## src/rtl/qspi_mem_arb_if.sv

```systemverilog
// qspi_mem_arb_if
// Bundles the two requester ports (instruction fetch, data) and the QSPI
// pad signals of the shared memory controller.
//   slave  : view taken by qspi_mem_arb (requests and mem_sd_i in,
//            acks/rdata and pad drives out)
//   master : view taken by whatever drives the requests and models the
//            external memories
interface qspi_mem_arb_if;
    logic        instr_req_i;
    logic [23:0] instr_addr_i;
    logic [31:0] instr_rdata_o;
    logic        instr_ack_o;
    logic        data_req_i;
    logic        data_we_i;
    logic [24:0] data_addr_i;
    logic [31:0] data_wdata_i;
    logic [31:0] data_rdata_o;
    logic        data_ack_o;
    logic        mem_cs_rom_on;
    logic        mem_cs_ram_on;
    logic        mem_sck_o;
    logic [3:0]  mem_sd_o;
    logic [3:0]  mem_sd_oen_o;
    logic [3:0]  mem_sd_i;

    modport slave (
        input  instr_req_i, instr_addr_i, data_req_i, data_we_i, data_addr_i,
               data_wdata_i, mem_sd_i,
        output instr_rdata_o, instr_ack_o, data_rdata_o, data_ack_o,
               mem_cs_rom_on, mem_cs_ram_on, mem_sck_o, mem_sd_o, mem_sd_oen_o
    );

    modport master (
        output instr_req_i, instr_addr_i, data_req_i, data_we_i, data_addr_i,
               data_wdata_i, mem_sd_i,
        input  instr_rdata_o, instr_ack_o, data_rdata_o, data_ack_o,
               mem_cs_rom_on, mem_cs_ram_on, mem_sck_o, mem_sd_o, mem_sd_oen_o
    );
endinterface

```

## src/rtl/qspi_mem_arb.sv

```systemverilog
// qspi_mem_arb
// Shared QPI memory controller: arbitrates the instruction-fetch and data
// ports onto one 4-bit bus, selects the ROM or RAM chip, and sequences
// command, 24-bit address, dummy (reads) and 32-bit little-endian data.
// Every nibble slot is two clk cycles: phase 0 drives sd_o with sck low,
// phase 1 raises sck, and read data is sampled on the edge ending phase 1.
// Ports:
//   clk_i  : clock
//   rst_in : synchronous active-low reset
//   bus    : qspi_mem_arb_if.slave (requester ports and mem_* pads)
// Build option: define MEM_ARB_DATA_PRIO_EN to give the data port fixed
// priority on simultaneous requests (no round-robin pointer).
module qspi_mem_arb #(
    parameter int ROM_DUMMY = 6,
    parameter int RAM_DUMMY = 6,
    parameter int CS_GAP    = 2
) (
    input logic           clk_i,
    input logic           rst_in,
    qspi_mem_arb_if.slave bus
);
    typedef enum logic [2:0] {IDLE, CMD, ADDR, DUMMY, XFER, ACK, GAP} state_t;

    state_t      state_reg, state_next;
    logic        pend_reg, pend_next;          // granted, bus sequence starts next cycle
    logic        sel_data_reg, sel_data_next;  // 1 = data port owns the transaction
    logic        we_reg, we_next;
    logic        ram_reg, ram_next;
    logic [23:0] addr_reg, addr_next;
    logic [31:0] wdata_reg, wdata_next;
    logic [3:0]  nib_reg, nib_next;            // slot index within the current phase
    logic        ph_reg, ph_next;              // half of the nibble slot
    logic [3:0]  gap_reg, gap_next;
    logic [31:0] sh_reg, sh_next;              // received nibbles, first at the bottom
    logic [31:0] instr_rdata_reg, instr_rdata_next;
    logic [31:0] data_rdata_reg, data_rdata_next;
`ifndef MEM_ARB_DATA_PRIO_EN
    logic        last_data_reg, last_data_next;
`endif

    logic        grant_data;
    logic        rom_write;
    logic        dummy_zero;
    logic        active;
    logic [3:0]  nib_last;
    logic [31:0] sh_in;
    logic [31:0] rx_word;
    logic [7:0]  cmd_byte;
    logic [4:0]  addr_lsb;
    logic [4:0]  wdata_lsb;

`ifdef MEM_ARB_DATA_PRIO_EN
    assign grant_data = bus.data_req_i;
`else
    // Both pending: serve the port that was not served last.
    assign grant_data = bus.data_req_i && (!bus.instr_req_i || !last_data_reg);
`endif

    // Writes to ROM space are acknowledged without touching the bus.
    assign rom_write  = we_reg && !ram_reg;
    assign dummy_zero = ram_reg ? (RAM_DUMMY == 0) : (ROM_DUMMY == 0);
    assign active     = state_reg inside {CMD, ADDR, DUMMY, XFER};

    // Nibbles arrive byte 0 first, high nibble first; after eight shifts the
    // first nibble sits in [3:0], so each byte just needs its halves swapped.
    assign sh_in = {bus.mem_sd_i, sh_reg[31:4]};
    for (genvar gi = 0; gi < 4; gi++) begin : g_rx_swap
        assign rx_word[8*gi +: 8] = {sh_in[8*gi +: 4], sh_in[8*gi+4 +: 4]};
    end

    always_comb begin
        case (state_reg)
            CMD:     nib_last = 4'd1;
            ADDR:    nib_last = 4'd5;
            DUMMY:   nib_last = ram_reg ? 4'(RAM_DUMMY - 1) : 4'(ROM_DUMMY - 1);
            default: nib_last = 4'd7;
        endcase
    end

    always_comb begin
        state_next       = state_reg;
        pend_next        = pend_reg;
        sel_data_next    = sel_data_reg;
        we_next          = we_reg;
        ram_next         = ram_reg;
        addr_next        = addr_reg;
        wdata_next       = wdata_reg;
        nib_next         = nib_reg;
        ph_next          = ph_reg;
        gap_next         = gap_reg;
        sh_next          = sh_reg;
        instr_rdata_next = instr_rdata_reg;
        data_rdata_next  = data_rdata_reg;
`ifndef MEM_ARB_DATA_PRIO_EN
        last_data_next   = last_data_reg;
`endif
        case (state_reg)
            IDLE: begin
                if (pend_reg) begin
                    pend_next  = 1'b0;
                    nib_next   = 4'd0;
                    ph_next    = 1'b0;
                    state_next = rom_write ? ACK : CMD;
                end else if (bus.instr_req_i || bus.data_req_i) begin
                    pend_next     = 1'b1;
                    sel_data_next = grant_data;
                    we_next       = grant_data && bus.data_we_i;
                    ram_next      = grant_data && bus.data_addr_i[24];
                    addr_next     = grant_data ? bus.data_addr_i[23:0] : bus.instr_addr_i;
                    wdata_next    = bus.data_wdata_i;
`ifndef MEM_ARB_DATA_PRIO_EN
                    last_data_next = grant_data;
`endif
                end
            end
            CMD, ADDR, DUMMY, XFER: begin
                ph_next = !ph_reg;
                if (ph_reg) begin
                    nib_next = nib_reg + 4'd1;
                    if (state_reg == XFER) sh_next = sh_in;
                    if (nib_reg == nib_last) begin
                        nib_next = 4'd0;
                        case (state_reg)
                            CMD:   state_next = ADDR;
                            ADDR:  state_next = (we_reg || dummy_zero) ? XFER : DUMMY;
                            DUMMY: state_next = XFER;
                            default: begin
                                state_next = ACK;
                                if (!we_reg) begin
                                    if (sel_data_reg) data_rdata_next  = rx_word;
                                    else              instr_rdata_next = rx_word;
                                end
                            end
                        endcase
                    end
                end
            end
            ACK: begin
                gap_next   = 4'd0;
                state_next = rom_write ? IDLE : GAP;
            end
            GAP: begin
                gap_next = gap_reg + 4'd1;
                if (gap_reg == 4'(CS_GAP - 1)) state_next = IDLE;
            end
            default: state_next = IDLE;
        endcase
    end

    always_ff @(posedge clk_i) begin
        if (!rst_in) begin
            state_reg       <= IDLE;
            pend_reg        <= 1'b0;
            sel_data_reg    <= 1'b0;
            we_reg          <= 1'b0;
            ram_reg         <= 1'b0;
            addr_reg        <= '0;
            wdata_reg       <= '0;
            nib_reg         <= '0;
            ph_reg          <= 1'b0;
            gap_reg         <= '0;
            sh_reg          <= '0;
            instr_rdata_reg <= '0;
            data_rdata_reg  <= '0;
`ifndef MEM_ARB_DATA_PRIO_EN
            last_data_reg   <= 1'b1;  // pretend data went last so instr wins first
`endif
        end else begin
            state_reg       <= state_next;
            pend_reg        <= pend_next;
            sel_data_reg    <= sel_data_next;
            we_reg          <= we_next;
            ram_reg         <= ram_next;
            addr_reg        <= addr_next;
            wdata_reg       <= wdata_next;
            nib_reg         <= nib_next;
            ph_reg          <= ph_next;
            gap_reg         <= gap_next;
            sh_reg          <= sh_next;
            instr_rdata_reg <= instr_rdata_next;
            data_rdata_reg  <= data_rdata_next;
`ifndef MEM_ARB_DATA_PRIO_EN
            last_data_reg   <= last_data_next;
`endif
        end
    end

    // Pad drives decode directly from state so chip selects drop on the
    // same edge that leaves the active phases (including reset).
    assign cmd_byte  = we_reg ? 8'h38 : 8'hEB;
    assign addr_lsb  = 5'd20 - {nib_reg[2:0], 2'b00};
    assign wdata_lsb = {nib_reg[2:1], 3'b000} | {2'b00, !nib_reg[0], 2'b00};

    always_comb begin
        bus.mem_sd_o     = 4'h0;
        bus.mem_sd_oen_o = 4'h0;
        case (state_reg)
            CMD: begin
                bus.mem_sd_o     = nib_reg[0] ? cmd_byte[3:0] : cmd_byte[7:4];
                bus.mem_sd_oen_o = 4'hF;
            end
            ADDR: begin
                bus.mem_sd_o     = addr_reg[addr_lsb +: 4];
                bus.mem_sd_oen_o = 4'hF;
            end
            XFER: begin
                if (we_reg) begin
                    bus.mem_sd_o     = wdata_reg[wdata_lsb +: 4];
                    bus.mem_sd_oen_o = 4'hF;
                end
            end
            default: ;
        endcase
    end

    assign bus.mem_cs_rom_on = !(active && !ram_reg);
    assign bus.mem_cs_ram_on = !(active && ram_reg);
    assign bus.mem_sck_o     = active && ph_reg;
    assign bus.instr_ack_o   = (state_reg == ACK) && !sel_data_reg;
    assign bus.data_ack_o    = (state_reg == ACK) && sel_data_reg;
    assign bus.instr_rdata_o = instr_rdata_reg;
    assign bus.data_rdata_o  = data_rdata_reg;
endmodule

```

## src/flat_wrapper.sv

```systemverilog
// flat-port wrapper written by rule: the top's interface ports become plain ports
module qspi_mem_arb_flat 
#(
    parameter int ROM_DUMMY = 6,
    parameter int RAM_DUMMY = 6,
    parameter int CS_GAP    = 2
)
  (clk_i, rst_in, bus_instr_req_i, bus_instr_addr_i, bus_data_req_i, bus_data_we_i, bus_data_addr_i, bus_data_wdata_i, bus_mem_sd_i, bus_instr_rdata_o, bus_instr_ack_o, bus_data_rdata_o, bus_data_ack_o, bus_mem_cs_rom_on, bus_mem_cs_ram_on, bus_mem_sck_o, bus_mem_sd_o, bus_mem_sd_oen_o);
  qspi_mem_arb_if bus_i ();
  input logic clk_i;
  input logic rst_in;
  input wire logic [$bits(bus_i.instr_req_i)-1:0] bus_instr_req_i;
  input wire logic [$bits(bus_i.instr_addr_i)-1:0] bus_instr_addr_i;
  input wire logic [$bits(bus_i.data_req_i)-1:0] bus_data_req_i;
  input wire logic [$bits(bus_i.data_we_i)-1:0] bus_data_we_i;
  input wire logic [$bits(bus_i.data_addr_i)-1:0] bus_data_addr_i;
  input wire logic [$bits(bus_i.data_wdata_i)-1:0] bus_data_wdata_i;
  input wire logic [$bits(bus_i.mem_sd_i)-1:0] bus_mem_sd_i;
  output wire logic [$bits(bus_i.instr_rdata_o)-1:0] bus_instr_rdata_o;
  output wire logic [$bits(bus_i.instr_ack_o)-1:0] bus_instr_ack_o;
  output wire logic [$bits(bus_i.data_rdata_o)-1:0] bus_data_rdata_o;
  output wire logic [$bits(bus_i.data_ack_o)-1:0] bus_data_ack_o;
  output wire logic [$bits(bus_i.mem_cs_rom_on)-1:0] bus_mem_cs_rom_on;
  output wire logic [$bits(bus_i.mem_cs_ram_on)-1:0] bus_mem_cs_ram_on;
  output wire logic [$bits(bus_i.mem_sck_o)-1:0] bus_mem_sck_o;
  output wire logic [$bits(bus_i.mem_sd_o)-1:0] bus_mem_sd_o;
  output wire logic [$bits(bus_i.mem_sd_oen_o)-1:0] bus_mem_sd_oen_o;
  assign bus_i.instr_req_i = bus_instr_req_i;
  assign bus_i.instr_addr_i = bus_instr_addr_i;
  assign bus_i.data_req_i = bus_data_req_i;
  assign bus_i.data_we_i = bus_data_we_i;
  assign bus_i.data_addr_i = bus_data_addr_i;
  assign bus_i.data_wdata_i = bus_data_wdata_i;
  assign bus_i.mem_sd_i = bus_mem_sd_i;
  assign bus_instr_rdata_o = bus_i.instr_rdata_o;
  assign bus_instr_ack_o = bus_i.instr_ack_o;
  assign bus_data_rdata_o = bus_i.data_rdata_o;
  assign bus_data_ack_o = bus_i.data_ack_o;
  assign bus_mem_cs_rom_on = bus_i.mem_cs_rom_on;
  assign bus_mem_cs_ram_on = bus_i.mem_cs_ram_on;
  assign bus_mem_sck_o = bus_i.mem_sck_o;
  assign bus_mem_sd_o = bus_i.mem_sd_o;
  assign bus_mem_sd_oen_o = bus_i.mem_sd_oen_o;
  qspi_mem_arb #(.ROM_DUMMY(ROM_DUMMY), .RAM_DUMMY(RAM_DUMMY), .CS_GAP(CS_GAP)) u_core (.clk_i(clk_i), .rst_in(rst_in), .bus(bus_i));
endmodule
```

## config.mk

```make
export PLATFORM = sky130hd
export DESIGN_NAME = qspi_mem_arb_flat
export DESIGN_NICKNAME = d
export VERILOG_FILES = /design/src/rtl/qspi_mem_arb_if.sv /design/src/rtl/qspi_mem_arb.sv /design/src/flat_wrapper.sv
export SDC_FILE = /design/constraint.sdc
export NUM_CORES = 1
export LEC_CHECK = 0
export CORE_MARGIN = 10
export CORE_UTILIZATION = 30
export CTS_CLUSTER_DIAMETER = 100
export DETAILED_ROUTE_END_ITERATION = 6
export PLACE_DENSITY_LB_ADDON = 0.15
export SYNTH_ARGS = -nofsm -noshare
export SYNTH_HDL_FRONTEND = slang
export SYNTH_SLANG_ARGS = --single-unit
```

## constraint.sdc

```tcl
create_clock -name clk_i -period 2.3 [get_ports clk_i]
set_clock_uncertainty 0.2 [all_clocks]
set_input_delay 0.345 -clock clk_i [delete_from_list [all_inputs] [get_ports clk_i]]
set_output_delay 0.345 -clock clk_i [all_outputs]
set_load 0.01 [all_outputs]
```

Word level (Yosys, flattened, before mapping)

Cells that the tools add are included.

Bits in registers: 169
Output and inout port bits: 77
Word-level logic and storage cells: 96

Add/sub/neg operators: 3
Equality and inequality tests: 12
Shifts and indexed selects: 2
Mux-type cells: 26
Bitwise logic cells: 5
Reductions and logical operators: 34

Operators by type and width:

| cell                                                                    | number |
|---|---|
| 32-bit by 6-bit indexed part select with 4-bit output                   | 1 |
| 24-bit two-way mux                                                      | 1 |
| 4-bit two-way mux                                                       | 6 |
| 4-bit case mux with 2 select lines                                      | 3 |
| 24-bit by 6-bit indexed part select with 4-bit output                   | 1 |
| 3-bit two-way mux                                                       | 7 |
| 3-bit case mux with 4 select lines                                      | 1 |
| 4-bit case mux with 3 select lines                                      | 1 |
| 6-bit AND reduction                                                     | 2 |
| 3-bit == test, second input constant                                    | 3 |
| 1-bit logical AND                                                       | 9 |
| 3-bit case mux with 3 select lines                                      | 1 |
| 3-bit AND reduction                                                     | 3 |
| 4-bit by 1-bit adder with 4-bit output, second input constant           | 2 |
| 1-bit zero test                                                         | 8 |
| 8-bit two-way mux                                                       | 1 |
| 2-bit by 1-bit inequality test with 1-bit output, second input constant | 4 |
| 3-bit by 2-bit == test with 1-bit output, second input constant         | 2 |
| 3-bit case mux with 2 select lines                                      | 1 |
| 5-bit by 3-bit OR with 5-bit output                                     | 1 |
| 5-bit subtractor, first input constant                                  | 1 |
| 4-bit by 1-bit == test with 1-bit output, second input constant         | 1 |
| 4-bit by 3-bit == test with 1-bit output                                | 1 |
| 1-bit inverter                                                          | 4 |
| other kinds (12)                                                        | 17 |

Depth between registers and ports, before layout

Depth in word-level cells: 7
Depth in mapped cells: 8

Worst setup path before layout

No wires, ideal clock.

Kind: register to output
From: reg u_core.state_reg[0]
To: out bus_mem_sd_oen_o[1]
Data arrival time: 1.667 ns
Required time: 1.755 ns
Slack: 0.088 ns
Cell stages (with the launch flop): 6
Path buffers: 3
Cell sequence: dfxtp_1 -> clkbuf_1 -> clkbuf_1 -> xnor2_1 -> o21ai_0 -> buf_4

Cells in the longest elaborated chain, start to end: 3

RTL lines:

| element                                                                                                     | RTL line            | text |
|---|---|---|
| start, declared                                                                                             | qspi_mem_arb.sv:24  | `state_t state_reg, state_next;` |
| start signal, assigned                                                                                      | qspi_mem_arb.sv:169 | `state_reg <= state_next;` |
| 3-bit by 2-bit == test with 1-bit output / 3-bit by 1-bit == test with 1-bit output (equally long branches) | qspi_mem_arb.sv:197 | `case (state_reg)` |
| 2-bit OR reduction (no source line)                                                                         | --                  |  |
| 4-bit case mux with 2 select lines *                                                                        | qspi_mem_arb.sv:197 |  |
| end, declared                                                                                               | flat_wrapper.sv:27  | `output wire logic [$bits(bus_i.mem_sd_oen_o)-1:0] bus_mem_sd_oen_o;` |

Every way passes the cells marked *; elsewhere a longest branch is shown, timed or not.

Worst setup path after layout

From: reg u_core.nib_reg[1]
To: out bus_mem_sd_o[0]

Cells in the longest elaborated chain, start to end: 4

RTL lines:

| element                                                                  | RTL line            | text |
|---|---|---|
| start, declared                                                          | qspi_mem_arb.sv:31  | `logic [3:0] nib_reg, nib_next;` |
| start signal, assigned                                                   | qspi_mem_arb.sv:176 | `nib_reg <= nib_next;` |
| parallel branches: the longest is 3 deep, another holds 5-bit subtractor | --                  |  |
| 4-bit case mux with 3 select lines *                                     | qspi_mem_arb.sv:197 |  |
| end, declared                                                            | flat_wrapper.sv:26  | `output wire logic [$bits(bus_i.mem_sd_o)-1:0] bus_mem_sd_o;` |

Every way passes the cells marked *.

==> results.yml <==
cells_and_area:
  areaGrowthSynthToFinish_pct: 40.7
  fin_cells: 1318
  finish.utilization_pct: 42.6
  final_common_cell: "nand2_1"
  layout_common_cells: "239 x nand2_1, 161 x dfxtp_1, 152 x clkdlybuf4s50_1"
  layout.nets: 1078
  num_antenna_cells: 0
  drive_gt1_share_pct: 15.0
  fill_cells: 2365
power:
  max-vdd-ir-drop_uv: 480
  p_switching_uw: 3630
  clkPwrFrac_pct: 28.1
  p_int_uw: 6460
  netSwitchingFraction_pct: 35.9
  power.density_mw_per_mm2: 980
  pwr-share-comb_pct: 35.8
  seqPwrFrac_pct: 36.1
  p_leak_uw: 0.00382
placement:
  io_buffers: 166
  dp.cells: 1283
  routabilityCongestion: 0.774
  place_hpwl_mm: 14.9
  pre_cts_ws_ps: -320
drt:
  vias_per_cell: 4.55
  dr.pass1.iters: 4
  drtIter0Drc: 388
  wl_mm: 20.3
  drcViolationCount: 0
  postRouteAntennaNets: 0
  vias: 5991
  wl_per_cell_um: 15.4
synthesis:
  synth_edf_count: 0
  syn_inst: 809
  synth_area_leaders: "dfxtp_1 45%, mux2i_1 13%, nand2_1 12%, mux4_2 3.7%, a21boi_0 3.2%"
  syn_nets: 906
  ys_types: 52
  synth.avg_cell_area_um2: 9.04
  synthArstFlopShare_pct: 0
  syn_area_mm2: 0.00732
  synthFlopType: "dfxtp_1"
  ys_ff_latch: 165
  yosys_warnings: 0
  synth-seq-area-share_pct: 45.2
  synth_top_area_cell: "dfxtp_1"
  synth.top_cell.area_share_pct: 45.2
clock_tree:
  cts_sinks: 165
  cts-root-buf: "clkbuf_16"
  cts_htree_levels: 4
  ctsLongestPathBuffers: 2
  clkTransAtPathRegs_ps: 60
  cts_buffers: 17
  tritoncts: "yes"
  clk_latency_ps: 420
flow_run:
  drv_cap: 0
worst_setup_path:
  crit_arrival_ps: 1950
  reg2reg_slack_ps: -30
  end_kind: "primary output"
  crit_required_ps: 1750
  critPathLaunchType: "register"
  critPathKind: "register to primary output"
  critPathMaxFanout: 6
sta:
  relSlewSlack_pct: 67.2
  min_period_over_period_pct: 109
  max_freq_mhz: 400
  rsz0062_at_grt: "true"
  hold_viol: 0
  min_period_ps: 2500
  setup_violations: 29
  fin_ws_ps: -197
  drv_slew: 0
  tightest_slew_ps: 479
global_routing:
  grt_pass1_wl_mm: 32.4
  grt_usage_pct: 12.9
  grt_max_degree: 70
  antenna_found_initial: 0
  grt_pass1_vias: 5841
  overflow: 0
floorplanning:
  die_h_um: 176
  rows: 57
  dieArea_mm2: 0.0310
  start_util_pct: 30.3
  pin_count: 167
  die_x_um: 176
  core_area_mm2: 0.0242
run_status:
  status: "complete, but fails checks"
  violations: "negative setup slack"
min_path:
  hold_class: "input port to register"
[synth_stat cells, types with 2 or more instances]
library cell  count
o21ai_2           2
buf_8             3
o21ai_0          13
clkbuf_1         31
a211oi_2         11
ha_1              7
xnor2_1           3
a211oi_1         14
a21boi_0         31
inv_1             7
dfxtp_1         165
buf_6             3
mux2i_1          97
buf_4            11
buf_1             3
mux4_2           12
nor3b_2           2
a21oi_1          44
or3_1             3
a21boi_1          3
o21bai_1          2
nor3_1            3
and3_1            3
nand3b_1          3
o22ai_1           4
nor2_1           35
a311oi_1          2
nand3_1           8
and2_1            4
a31oi_1           2
buf_2            14
a221oi_1          2
nor2b_1           3
nand2_1         240
o21a_1            2
[per-layer routing]
metal	part of all wire (%)	track usage, %	routed length, um	vias to the layer above
met1	49	17.3	9940	2735
met5	0	0	0	-
met2	44	19.4	8980	131
li1	-	-	-	3108
met3	5.7	3.99	1170	17
met4	1.1	3.57	216	0
[final timing paths]
kind                                            start                                       end  depth (start not counted)
max reg2reg          u_core.state_reg[1]$_SDFFE_PN0P_  u_core.bus.instr_rdata_o[6]$_SDFFE_PN0P_                          8
max                    u_core.nib_reg[1]$_SDFFE_PN0P_                           bus_mem_sd_o[0]                          5
min reg2reg  u_core.bus.instr_rdata_o[0]$_SDFFE_PN0P_  u_core.bus.instr_rdata_o[0]$_SDFFE_PN0P_                          2
min                                            rst_in         u_core.last_data_reg$_SDFFE_PN1P_                          2
[per-stage QoR]
step                power, uW  instance area [um^2]  hold WS, ps  TNS [ps]
finish                  10100                 10300         48.9      -981
detailed placement       7270                  9590          246     -2390
global placement         7270                  9590          244     -3240
CTS                     10200                 10300         34.5     -1910
floorplan                5940                  7320          232         0
global route            10700                 10300         47.5     -5910
[power by group through the flow]
stage | clock network (uW) | registers [uW] | logic, uW
global route | 3040 | 3700 | 4010
finish | 2840 | 3640 | 3610
floorplan | 0 | 3550 | 2380
detailed placement | 0 | 3700 | 3580
global placement | 0 | 3710 | 3560
CTS | 2920 | 3640 | 3630
[area by class of cell]
type | count | area (um^2) | area share, %
repair buffers | 218 | 2190 | 21.3
well taps | 324 | 405 | 3.94
clock buffers | 17 | 425 | 4.13
multi-input cells | 571 | 3750 | 36.4
clock inverters | 15 | 181 | 1.76
flip-flops and latches | 165 | 3310 | 32.2
inverters | 8 | 30.0 | 0.292
[cells by family after synthesis]
group	Yosys count	synth area share [%]
flops	165	45.2
xor+xnor	3	0.359
compound gates	140	13.3
mux	110	17.1
simple gates	311	17.5
fa+ha+maj	7	1.20
buf+inv	73	5.32
[worst max-delay path, stage by stage, from the launching register on]
cell and delay [ps]:
dfxtp_4 390, buf_12 130, mux4_2 500, a221oi_2 220, o21ai_1 120, buf_2 160
[what timing repair did]
| action | CTS | global route |
|---|---|---|
| endpoints found under the setup margin | 45 | 41 |
| hold buffers | 0 | 0 |
| gates resized for setup | 63 | 8 |
| pin swaps | 3 | 3 |
| cloned | 1 | 0 |
| buffers inserted | 3 | 0 |
No activity file was read; power rests on OpenSTA's default activity.
